### src/rtl/reg_wr_arbiter.sv
// Round-robin write-port arbiter with bounded bursts for a shared CE/D register.
// One requester is acked per cycle; the winning word is registered onto reg_d/reg_ce.
module reg_wr_arbiter #(
    parameter int WIDTH     = 32,
    parameter int NREQ      = 4,
    parameter int MAX_BURST = 4,
    localparam int IDW      = (NREQ > 1) ? $clog2(NREQ) : 1,
    localparam int CW       = $clog2(MAX_BURST + 1)
) (
    input  logic                  clk,
    input  logic                  rst,
    input  logic [NREQ-1:0]       req,
    input  logic [NREQ*WIDTH-1:0] wdata,
    output logic [NREQ-1:0]       ack,
    output logic                  reg_ce,
    output logic [WIDTH-1:0]      reg_d,
    output logic [IDW-1:0]        grant_id,
    output logic                  busy
);

    localparam logic [CW-1:0] MAXB = CW'(MAX_BURST);

    logic [IDW-1:0]   owner;
    logic [IDW-1:0]   last;
    logic [IDW-1:0]   sel;
    logic             owner_vld;
    logic [CW-1:0]    burst_cnt;
    logic             any_req;
    logic             others;
    logic             cont;
    logic             found;
    logic [IDW-1:0]   scan_idx;
    logic [WIDTH-1:0] wdata_sel;

    function automatic logic [NREQ-1:0] onehot(input logic [IDW-1:0] idx);
        onehot = '0;
        onehot[idx] = 1'b1;
    endfunction

    // Owner keeps the port until its burst is spent and someone else is waiting;
    // otherwise scan from last+1, wrapping back to last as the final candidate.
    always_comb begin
        any_req  = |req;
        others   = |(req & ~onehot(owner));
        cont     = owner_vld && req[owner] && ((burst_cnt < MAXB) || !others);
        sel      = last;
        found    = 1'b0;
        scan_idx = '0;
        if (cont) begin
            sel = owner;
        end else begin
            for (int k = 1; k <= NREQ; k++) begin
                scan_idx = IDW'((int'(last) + k) % NREQ);
                if (!found && req[scan_idx]) begin
                    sel   = scan_idx;
                    found = 1'b1;
                end
            end
        end
        wdata_sel = wdata[int'(sel)*WIDTH +: WIDTH];
        ack       = '0;
        if (any_req && rst) begin
            ack = onehot(sel);
        end
    end

    // Any set req bit means the selected requester transfers at this edge.
    always_ff @(posedge clk or negedge rst) begin
        if (!rst) begin
            reg_ce    <= 1'b0;
            reg_d     <= '0;
            grant_id  <= '0;
            owner     <= '0;
            owner_vld <= 1'b0;
            burst_cnt <= '0;
            last      <= IDW'(NREQ - 1);
        end else if (any_req) begin
            reg_ce    <= 1'b1;
            reg_d     <= wdata_sel;
            grant_id  <= sel;
            owner     <= sel;
            owner_vld <= 1'b1;
            last      <= sel;
            if (!owner_vld || (sel != owner)) begin
                burst_cnt <= CW'(1);
            end else if ((burst_cnt == MAXB) && !others) begin
                burst_cnt <= CW'(1);
            end else begin
                burst_cnt <= burst_cnt + CW'(1);
            end
        end else begin
            reg_ce    <= 1'b0;
            owner_vld <= 1'b0;
            burst_cnt <= '0;
        end
    end

    assign busy = owner_vld;

endmodule

### config.mk
export PLATFORM = sky130hd
export DESIGN_NAME = reg_wr_arbiter
export DESIGN_NICKNAME = d
export VERILOG_FILES = /design/src/rtl/reg_wr_arbiter.sv
export SDC_FILE = /design/constraint.sdc
export NUM_CORES = 1
export LEC_CHECK = 0
export BUFFER_PORTS_ARGS = -buffer_cell sky130_fd_sc_hd__buf_2
export CAP_MARGIN = 0
export CORE_MARGIN = 4
export CORE_UTILIZATION = 45
export DETAILED_ROUTE_END_ITERATION = 7
export GPL_TIMING_DRIVEN = 0
export PLACE_DENSITY = 0.91
export SYNTH_ARGS = -nofsm -noshare
export SYNTH_HDL_FRONTEND = slang
export SYNTH_SLANG_ARGS = --single-unit
### constraint.sdc
create_clock -name clk -period 3.2 [get_ports clk]
set_clock_uncertainty 0.2 [all_clocks]
set_input_delay 0.64 -clock clk [delete_from_list [all_inputs] [get_ports clk]]
set_output_delay 0.64 -clock clk [all_outputs]
set_load 0.01 [all_outputs]
; Yosys cells after proc, flatten, opt, wreduce, memory -nomap -nowiden
; Index checks and enable logic that the tools add are counted.
[totals]
regBits = 40
inputBits = 134
output_inout_bits = 40
elab_cells = 72
[classes]
add_sub_neg = 5
n_lt_le_gt_ge = 9
eq_ne = 2
shift = 1
muxes = 30
n_bitwise = 2
reduce_logical = 18
[ops]
columns = cell, count
row1 = 128-bit by 8-bit indexed part select with 32-bit output, 1
row2 = "2-bit by 3-bit less-than comparator with 1-bit output, second input constant", 6
row3 = 1-bit two-way mux, 14
row4 = 1-bit binary-select mux with 2-bit select, 5
row5 = 2-bit two-way mux, 5
row6 = 1-bit logical AND, 9
row7 = 3-bit two-way mux, 3
row8 = 4-bit OR reduction, 2
row9 = 1-bit zero test, 5
row10 = "2-bit by 1-bit adder with 2-bit output, second input constant", 2
row11 = "2-bit adder, second input constant", 2
row12 = 4-bit bitwise AND, 1
row13 = 1-bit demux with 2-bit select, 2
row14 = "2-bit by 1-bit >= comparator with 1-bit output, second input constant", 2
row15 = 4-bit two-way mux, 1
row16 = 4-bit inverter, 1
row17 = "3-bit by 1-bit adder with 3-bit output, second input constant", 1
row18 = "3-bit == test, second input constant", 1
row19 = "3-bit less-than comparator, second input constant", 1
row20 = 1-bit logical OR, 2
row21 = 2-bit != test, 1

; Logic depth before layout (Yosys ltp)
; Gate-level depths: netlist of run 1.
[depth]
depth_word = 28
ltp_mapped = 10
ltp_nobuf = 6

; Least setup slack after synthesis of run 1
; OpenSTA, ideal clock, no wires.
[synth_timing]
path_kind = input to output
start = in req[2]
end = out ack[2]
t_arrival_ns = 2.314
path_slack_ns = 0.046
stages = 7
cell_sequence = buf_6 or2_4 o31a_1 a21oi_2 mux2i_1 clkbuf_1 and3_1
[synth_via]
elab_chain_len = 21
elab_cells_between_ends = 41
classes_between = order compare (2) / mux (24) / bitwise (1) / reduce/logical (14)
[synth_lines]
columns = element, line
row1 = "start, declared", 12  ; input logic [NREQ-1:0] req,
row2 = 1-bit binary-select mux with 2-bit select, 54  ; if (!found && req[scan_idx]) begin
row3 = 1-bit two-way mux (implied by the code), 54
row4 = 1-bit two-way mux, 54
row5 = 1-bit two-way mux, 49  ; if (cont) begin
row6 = 1-bit zero test, 54
row7 = 1-bit logical AND, 54
row8 = 1-bit two-way mux, 54
row9 = 1-bit two-way mux, 49
row10 = [5 not listed], n/a
row11 = 1-bit logical AND, 54
row12 = 2-bit two-way mux, 54
row13 = 2-bit two-way mux, 49
row14 = 2-bit by 3-bit less-than comparator with 1-bit output (implied by the code) / 2-bit by 1-bit >= comparator with 1-bit output (equally long branches), 37  ; onehot[idx] = 1'b1;
row15 = 1-bit logical AND (implied by the code), 37
row16 = 1-bit two-way mux (implied by the code), 37
row17 = 1-bit demux with 2-bit select, 37
row18 = 4-bit two-way mux *, 62  ; if (any_req && rst) begin
row19 = "end, declared", 14  ; output logic [NREQ-1:0] ack,
; Mark *: on every way between the ends. The rest lies on a longest branch, timed or not. The select of a mux whose other input is x is not followed.

; Worst setup path after layout of run 1
[layout_timing]
start = reg owner[0]
end = out ack[0]
[layout_via]
elab_chain_len = 16
elab_cells_between_ends = 21
classes_between = order compare (4) / mux (8) / bitwise (2) / reduce/logical (7)
[layout_lines]
columns = element, line
row1 = "start, declared", 23  ; logic [IDW-1:0] owner;
row2 = "start signal, assigned", 81  ; owner <= sel;
row3 = 2-bit by 3-bit less-than comparator with 1-bit output (implied by the code) / 2-bit by 1-bit >= comparator with 1-bit output (equally long branches), 37
row4 = 1-bit logical AND (implied by the code), 37
row5 = 1-bit two-way mux (implied by the code), 37
row6 = 1-bit demux with 2-bit select, 37
row7 = 4-bit inverter, 44  ; others = |(req & ~onehot(owner));
row8 = 4-bit bitwise AND, 44
row9 = 4-bit OR reduction, 44
row10 = 1-bit zero test, 45  ; cont = owner_vld && req[owner] && ((burst_cnt < MAXB) || !others);
row11 = 1-bit logical OR, 45
row12 = 1-bit logical AND, 45
row13 = 2-bit two-way mux *, 49
row14 = 2-bit by 3-bit less-than comparator with 1-bit output (implied by the code) / 2-bit by 1-bit >= comparator with 1-bit output (equally long branches), 37
row15 = 1-bit logical AND (implied by the code), 37
row16 = 1-bit two-way mux (implied by the code), 37
row17 = 1-bit demux with 2-bit select *, 37
row18 = 4-bit two-way mux *, 62
; Marked as above.

==> results of run 1 <==
-- area by class of cell --
class,count,share of cell area
multi-input cells,247,0.438
flip-flops and latches,40,0.232
repair buffers,189,0.232
plain buffers,29,0.0432
well taps,77,0.0223
clock buffers,6,0.0168
clock inverters,2,0.00812
inverters,8,0.00696
-- final timing paths --
path,to,slack (ps),depth (start not counted)
max reg2reg,reg_d[5],360,10
max,ack[0],30,8
min reg2reg,reg_d[26],330,2
max in group asynchronous,owner[0],1880,1
min,reg_d[11],290,1
min in group clk,reg_d[26],330,2
-- kinds of logic (layout without fill, tap and decap cells) --
| group | Yosys count | after routing |
|---|---|---|
| AOI/OAI and AO/OA | 129 | 129 |
| and+or+nand+nor | 88 | 88 |
| DFF | 40 | 40 |
| buffers and inverters | 40 | 234 |
| muxes | 28 | 28 |
| adders and majority gates | 2 | 2 |
-- state kept, by name (all words and copies together), names as in the netlist --
signal	count
burst_cnt	3
reg_d	32
busy	1
last	2
owner	2
-- worst reg2reg max path, delay by kind of cell, from the launching register on --
| family | cells | cell delay, ps |
|---|---|---|
| flip-flops | 1 | 410 |
| buffers and inverters | 4 | 690 |
| multiplexers | 3 | 810 |
| AO/OA/AOI/OAI | 3 | 620 |
-- where the power goes --
part	leakage, nW	switching, mW	internal [mW]
clock	0.0552	0.185	0.232
combinational	1.59	1.64	1.42
sequential	0.470	0.167	0.784
total	2.11	1.99	2.44
-- metrics by stage --
step,util,hold slack [ps]
final,0.668,291
after global routing,0.668,356
after CTS,0.650,322
after detailed placement,0.616,317
after global placement,0.616,309
after floorplan,-,144
-- synth_stat cells (2+ instances only) --
cell / count / area, um^2
nor2b_1: 3 / 18.8
o21a_1: 2 / 15.0
nor3b_1: 4 / 30.0
a211oi_1: 2 / 15.0
nor2_1: 37 / 139
buf_1: 3 / 11.3
nand4_1: 5 / 31.3
a21oi_1: 30 / 150
or2_1: 2 / 12.5
clkbuf_1: 13 / 48.8
dfrtp_1: 38 / 951
o31ai_1: 7 / 52.6
nand2b_1: 9 / 56.3
o21ai_1: 3 / 15.0
a21o_1: 2 / 15.0
mux2i_1: 24 / 240
nand2_1: 11 / 41.3
a2bb2oi_1: 7 / 61.3
nor4b_1: 2 / 17.5
a221oi_2: 19 / 285
buf_4: 4 / 30.0
ha_1: 2 / 25.0
dfstp_2: 2 / 52.6
inv_1: 7 / 26.3
buf_6: 5 / 56.3
and3_1: 7 / 43.8
o21ai_0: 7 / 35.0
o22ai_1: 20 / 125
buf_2: 7 / 35.0
a221oi_1: 20 / 175
-- layer usage --
layer	track usage	vias up	part of all wire
met1	0.369	1771	0.38
met3	0.0518	50	0.094
met5	0	-	0
met2	0.474	276	0.49
li1	-	1661	-
met4	0.111	0	0.034
-- what timing repair did --
item / CTS / global route
gates resized for setup: 17 / 12
pin swaps: 4 / 7
buffers inserted: 6 / 12
setup endpoints to repair: 4 / 4
==> impl_metrics.ini, run 1 <==
[route]
drt_iter0_markers = 276
antenna_left = 0
drc = 0
avgViaCountPerCell = 6.28
dr.pass1.iters = 5
vias = 3758
detail_route.wl_per_cell_um = 20.1
wirelength_mm = 12.0

[setup_path]
worstSetupStartpoint = owner[0]
crit_path_end_kind = primary output
r2r_start = owner[0]
startpoint_type = flip-flop
crit_type = flip-flop to primary output
critPathSlowestCell = dfrtp_1
path_buf_inv = 3
path_max_fanout = 9
slowest_delay_ps = 410
cpLargestDelayFamily = compound AO/OA/AOI/OAI gates
critPathRequiredTime_ps = 2360
crit_path_cell_trace = buf_4, mux2i_1, a32oi_2, a21o_1, buf_6, mux2_4, and3_1, buf_2
crit_arrival_ps = 2330

[clock_network]
cts_made_buffers = 5
worstSkewPairLatency_ps = 290
h-tree-depth = 2
cts_root_buf = clkbuf_8
ctsHoldBuffers = 0
clk_path_buf_depth = 2
path_clk_slew_ps = 80
cts_tree = built
cts.sink_count = 40

[synthesis]
synth_seq_area_share = 0.331
synth_adder_area_share = 0.00826
async_flop_share = 1.00
yosysWarnings = 0
syn-num-nets = 463
synth_compound_area_frac = 0.341
muxShareOfSynthArea = 0.103
synth.avg_cell_area_um2 = 9.26
syn-instance-count = 327
synthFlopType = dfrtp_1
ys_types = 53
yosys.area_share.simple = 0.147
synth_top_family_by_area = compound AO/OA/AOI/OAI gates
synth_xor_area_frac = 0
ys_seq_elements = 40
netlist_area_mm2 = 0.00303
synth-edff-count = 0

[die]
start_util = 0.469
die_w_um = 90.0
fp.dieH_um = 90.0
io_pins = 174
core_area_mm2 = 0.00646
rows = 29
die-area_mm2 = 0.00811

[global_routing]
grt_pass1_wl_mm = 18.9
antenna_found_initial = 0
grt_max_degree = 45
grt.total_usage = 0.285
grt_pass1_vias = 3722
grt.overflow.total = 0

[placement]
place_area_mm2 = 0.00398
dp_hpwl_mm = 8.96
gp_congestion = 0.895
dp.cells = 575
dp_slack_ps = -521
port_buffers = 171

[sta]
tns_ps = 0
final_max_slew_viol_count = 0
fin_crit_sh = 0.990
setup_ws_ps = 32.0
period_needed_ps = 3170
relSlewSlack = 0.346
hold_viol_final = 0
setup_viol = 0
max_freq_ghz = 0.316
worst_pin_slew_ps = 981

[layout]
ff_latch_area_mm2 = 0.00100
final_cell_mix = buf_2, dfrtp_1, nor2_1, a21oi_1, mux2i_1
design_area_mm2 = 0.00432
n_antenna_cell = 0
syn_to_final_growth_pct = 42.6
nFillCells = 493
nets = 656
final_cells = 598
drive_gt1_frac = 0.480
layout_commonest_cell = buf_2
multiInputGateArea_mm2 = 0.00189

[worst_hold_path]
hold_class = input pin to asynchronous set/reset pin

[power]
powerDensity_mw_per_mm2 = 1030
leakagePower_nw = 2.11
irDropWorstVdd_v = 0.000690
finalPower_mw = 4.43

[flow_run]
cap_violations = 0

[run_status]
outcome = completed
Note: power is estimated with default switching activity, not from simulation.
==> run 2, diff against run 1 <==
- ABC_AREA: unset -> 1
- CORE_UTILIZATION: 45 -> 46
- PLACE_DENSITY: 0.91 -> 0.9
==> run 2 against run 1 <==
Worst hold slack lost 16 ps. Register-to-register slack gained 210 ps. Synthesized cell count grew 72%. Critical endpoint unchanged. Combinational power grew 79%. Largest power group unchanged. Flip-flop and latch count is the same.
==> impl_metrics.ini, run 2 <==
[synthesis]
ys_seq_elements = 40
synth_adder_area_share = 0.00743
synth_compound_area_frac = 0.0275
yosys.area_share.simple = 0.563
netlist_top_cells_count = nand2_1, nand3_1, dfrtp_1
yosysMostFrequentCell = nand2_1
synth_xor_area_frac = 0.00260
synth.top_cell.area_share = 0.386
synthFlopType = dfrtp_1
synth.avg_cell_area_um2 = 5.98
syn-num-nets = 699
netlist_area_mm2 = 0.00337
synth_top_area_cell = nand2_1
syn-instance-count = 563
ys_types = 31
synth_top_family_by_area = simple AND/OR/NAND/NOR gates
synth.area.top_cells = nand2_1, dfrtp_1, nand3_1
async_flop_share = 1.00
yosysWarnings = 0
muxShareOfSynthArea = 0
synth_seq_area_share = 0.298
synth-edff-count = 0

[setup_path]
worstSetupStartpoint = last[0]
path_buf_inv = 6
critPathRequiredTime_ps = 2360
critPathSlowestCell = dfstp_2
slowest_delay_ps = 530
rrSetupSlack_ps = 570
startpoint_type = flip-flop
crit_path_cell_trace = buf_6, inv_4, nand2_1, nand2_2, nand2_2, nand2_2, inv_2, nand4_1, nand2_2, nand2_4, nand2_4, buf_12, inv_2, nor3_1, buf_2
r2r_cells = 21
path_max_fanout = 8
cpLargestDelayFamily = simple AND/OR/NAND/NOR gates
crit_type = flip-flop to primary output
timing.rr.end = reg_d[10]
path_common_cell = nand2_2
crit_path_end_kind = primary output
crit_arrival_ps = 2280
r2r_start = last[0]

[global_routing]
grt_pass1_vias = 3954
grt.total_usage = 0.260
grt_max_degree = 42
grt_pass1_wl_mm = 18.3
antenna_found_initial = 1
grt.overflow.total = 0

[power]
irDropWorstVdd_v = 0.000860
leakagePower_nw = 2.86
powerDensity_mw_per_mm2 = 1490

[route]
antenna_left = 0
drc = 0
detail_route.wl_per_cell_um = 13.8
drt_iter0_markers = 310
vias = 4314
avgViaCountPerCell = 5.08
wirelength_mm = 11.7
dr.pass1.iters = 5

[sta]
worst_pin_slew_ps = 938
setup_viol = 0
tns_ps = 0
period_needed_ps = 3120
final_max_slew_viol_count = 0
relSlewSlack = 0.374
max_freq_ghz = 0.320
timing.hold.ws_ps = 275
fin_crit_sh = 0.976
hold_viol_final = 0

[layout]
largest_reg_flops = 32
final_cell_mix = nand2_1, buf_2, nand3_1, dfrtp_1, buf_4
reg.largest.list = reg_d (32), burst_cnt (3)
post-route-util = 0.670
n_antenna_cell = 0
drive_gt1_frac = 0.355
nets = 890
top_register = reg_d
syn_to_final_growth_pct = 38.1
layout_commonest_cell = nand2_1

[placement]
gp_congestion = 0.912
dp_hpwl_mm = 9.02
port_buffers = 173

[die]
io_pins = 174
die_w_um = 93.6
start_util = 0.485
die-area_mm2 = 0.00875
fp.dieH_um = 93.6
rows = 30
core_area_mm2 = 0.00694

[clock_network]
ctsHoldBuffers = 0
cts_made_buffers = 5
cts_tree = built
cts_root_buf = clkbuf_8
clk_path_buf_depth = 2
path_clk_slew_ps = 80
cts.sink_count = 40
h-tree-depth = 2
worstSkewPairLatency_ps = 280

[flow_run]
cap_violations = 0

[run_status]
outcome = completed

[worst_hold_path]
worstHoldPathCells = 2
min_from = reg_d[16]
min_to = reg_d[16]
hold_class = flip-flop to flip-flop
## run 2: cell types whose count changed after synthesis, moves of 18 or more
| cell | delta |
|---|---|
| a221oi_2 | -19 |
| nand2_1 | +335 |
| nor2_1 | -33 |
| o22ai_1 | -20 |
| nand3_1 | +77 |
| nand2_2 | +18 |
| mux2i_1 | -24 |
| a221oi_1 | -20 |
| a21oi_1 | -29 |
## run 2: cell type report
| cell class | count | area (um^2) |
|---|---|---|
| buffer | 36 | 294 |
| clock buffer | 5 | 68.8 |
| clock inverter | 2 | 60.1 |
| fill | 630 | 2290 |
| inverter | 12 | 47.5 |
| multi-input combinational | 473 | 2090 |
| sequential | 40 | 1000 |
| tap | 96 | 120 |
| timing repair buffer | 186 | 963 |
## run 2: logic make-up after synthesis
group / count (synthesis)
buffers and inverters: 50
XOR/XNOR: 1
AO/OA/AOI/OAI: 12
AND/OR/NAND/NOR: 458
flip-flops: 40
adder cells (fa/ha/maj): 2
## run 2: power breakdown
part	internal [mW]	switching [mW]	total, mW
registers	0.813	0.143	0.956
logic	2.12	3.36	5.49
clock network	0.307	0.177	0.484
## run 2: tightest hold or removal path, stage by stage, from the launching register on
cell,delay [ps]
dfrtp_1,340
nand2_1,50
nand2_1,50
## run 2: layer usage
layer  track usage  share of wire
met4        0.0638          0.015
met3        0.0475          0.085
met1         0.319           0.38
met2         0.467           0.52
met5             0         0.0010
## run 2: worst max-delay path by stage
stage	end	depth (start not counted)
6_report	ack[0]	15
5_1_grt	ack[0]	15
4_1_cts	ack[3]	6
3_5_place_dp	ack[3]	6
3_3_place_gp	ack[1]	6
2_1_floorplan	ack[0]	15
## run 2: timing repair
item | 4_1_cts | 5_1_grt
gates resized for setup | 6 | 15
pin swaps | 1 | 9
buffers inserted | 4 | 9
gates cloned | 0 | 0
setup endpoints to repair | 4 | 4
## run 2: per-stage QoR
| stage | area [um^2] | std cells | worst slack (ps) | power, mW |
|---|---|---|---|---|
| finish | 4650 | 850 | 77.7 | 6.93 |
| detailed placement | 4350 | 832 | 37.2 | 5.99 |
| global route | 4650 | 850 | -51.4 | 7.65 |
| CTS | 4530 | 842 | 31.1 | 6.66 |
| floorplan | 3370 | 563 | 422 | 4.73 |
| global placement | 4350 | 832 | 94.3 | 5.83 |
==> run 3, diff against run 2 <==
- CORE_MARGIN: 4 -> 3
- PLACE_DENSITY: 0.9 -> 0.78
==> run 3 against run 2 <==
Fmax grew 0.61%. Critical path depth shrank 1. Cell area shrank 2.0%. Via count shrank 1.5%. Routed wire length shrank 4.7%. Global-route usage grew 0.56 points. Clock power shrank 30%. Worst setup slack gained 19 ps. Sequential share of layout area grew 0.43 points. Combinational power shrank 2%. Sequential power grew 1%. Worst hold slack lost 11 ps.
==> impl_metrics.ini, run 3 (synthesis results as in run 2) <==
[sta]
final_max_slew_viol_count = 0
period_needed_ps = 3100
max_freq_ghz = 0.322
fin_crit_sh = 0.970
setup_viol = 0
relSlewSlack = 0.385
hold_viol_final = 0
tns_ps = 0
worst_pin_slew_ps = 923

[setup_path]
cpLargestDelayFamily = simple AND/OR/NAND/NOR gates
critPathRequiredTime_ps = 2360
crit_path_cell_trace = inv_4, nand2_1, nand2_1, nand2_2, nand2_2, inv_4, nand4_1, nand2_1, nand2_2, nand2_4, buf_12, inv_2, nor3_2, buf_2
crit_type = flip-flop to primary output
crit_arrival_ps = 2260
path_buf_inv = 5
r2r_cells = 19
path_depth = 14
startpoint_type = flip-flop
path_max_fanout = 7
slowest_delay_ps = 620
crit_path_end_kind = primary output
critPathSlowestCell = dfstp_2

[power]
leakagePower_nw = 2.82
powerDensity_mw_per_mm2 = 1470
finalPower_mw = 6.69
irDropWorstVdd_v = 0.000627

[layout]
final_cell_mix = nand2_1, buf_2, nand3_1, dfrtp_1, nand2_2
post-route-util = 0.656
largest_reg_flops = 32
nets = 887
reg.largest.list = reg_d (32), burst_cnt (3)
top_register = reg_d
drive_gt1_frac = 0.351
design_area_mm2 = 0.00456
layout_commonest_cell = nand2_1
n_antenna_cell = 0
syn_to_final_growth_pct = 35.4

[global_routing]
grt_pass1_vias = 4050
antenna_found_initial = 0
grt.overflow.total = 0
grt_max_degree = 42
grt_pass1_wl_mm = 18.2
grt.total_usage = 0.265

[die]
start_util = 0.485
rows = 30
io_pins = 174
fp.dieH_um = 91.6
die-area_mm2 = 0.00838
core_area_mm2 = 0.00694
die_w_um = 91.6

[worst_hold_path]
hold_class = input pin to asynchronous set/reset pin

[route]
drc = 0
avgViaCountPerCell = 5.01
vias = 4248
dr.pass1.iters = 4
antenna_left = 0
detail_route.wl_per_cell_um = 13.2
drt_iter0_markers = 213
wirelength_mm = 11.2

[clock_network]
worstSkewPairLatency_ps = 300
h-tree-depth = 2
path_clk_slew_ps = 90
ctsHoldBuffers = 0
clk_path_buf_depth = 2
cts_made_buffers = 5
cts.sink_count = 40
cts_tree = built
cts_root_buf = clkbuf_8

[placement]
gp_congestion = 0.919
dp_hpwl_mm = 8.56
port_buffers = 173
place_area_mm2 = 0.00435

[run_status]
outcome = completed

[flow_run]
cap_violations = 0
==> run 3: cell types whose count changed in the layout (fill, tap and decap cells not counted), moves of 2 or more <==
cell	change
buf_4	-2
bufinv_16	-2
clkinv_2	+2
nand2_1	+2
nand2_4	-3
==> run 3: metal layers <==
layer,part of all wire,GRT usage,wire length [um]
met1,0.40,0.321,4480
met2,0.51,0.463,5680
met3,0.071,0.0505,796
met4,0.020,0.101,220
met5,0,0,0
==> run 3: stage by stage <==
stage	hold WS [ps]	worst slack, ps	std cells
2_1_floorplan	144	422	563
3_3_place_gp	259	73.2	832
3_5_place_dp	261	-8.69	832
4_1_cts	284	1.54	842
5_1_grt	299	-36.6	848
6_report	264	96.7	848
==> run 3: path summary, 6_finish.rpt <==
check / endpoint / slack, ps / startpoint
setup / recovery: ack[2] / 100 / last[0]
hold / removal: reg_d[3] / 260 / rst
setup reg to reg: reg_d[10] / 590 / last[0]
hold reg to reg: reg_d[13] / 280 / reg_d[13]
max in group asynchronous: reg_d[19] / 1950 / rst
min in group clk: reg_d[13] / 280 / reg_d[13]
==> run 3: layout make-up <==
type,instances,area [um^2]
well taps,96,120
clock inverters,3,18.8
plain buffers,36,290
multi-input cells,473,2070
clock buffers,5,68.8
flip-flops and latches,40,1000
inverters,12,50.0
fillers,710,2390
repair buffers,183,941
==> run 3: worst register-to-register path, stage by stage (launching register included) <==
cell	delay (ps)
dfstp_2	620
inv_4	70
nand2_1	60
nand2_1	80
nand2_2	100
nand2_2	80
inv_4	70
nand4_1	110
nand2_1	110
nand2_2	90
nand2_4	110
buf_12	110
buf_4	240
buf_8	190
nand2_2	60
nand2_1	60
nand2_1	50
nand2_1	60
nand2_1	50
nand2_1	50
==> run 3: what timing repair did <==
item | in CTS | in global routing
setup endpoints to repair | 4 | 4
pin swaps | 1 | 3
buffers inserted | 3 | 7
gates resized for setup | 7 | 8
==> run 3: power breakdown <==
group,switching (mW),internal [mW]
Combinational,3.30,2.08
Clock,0.187,0.152
Sequential,0.154,0.814
Total,3.64,3.05
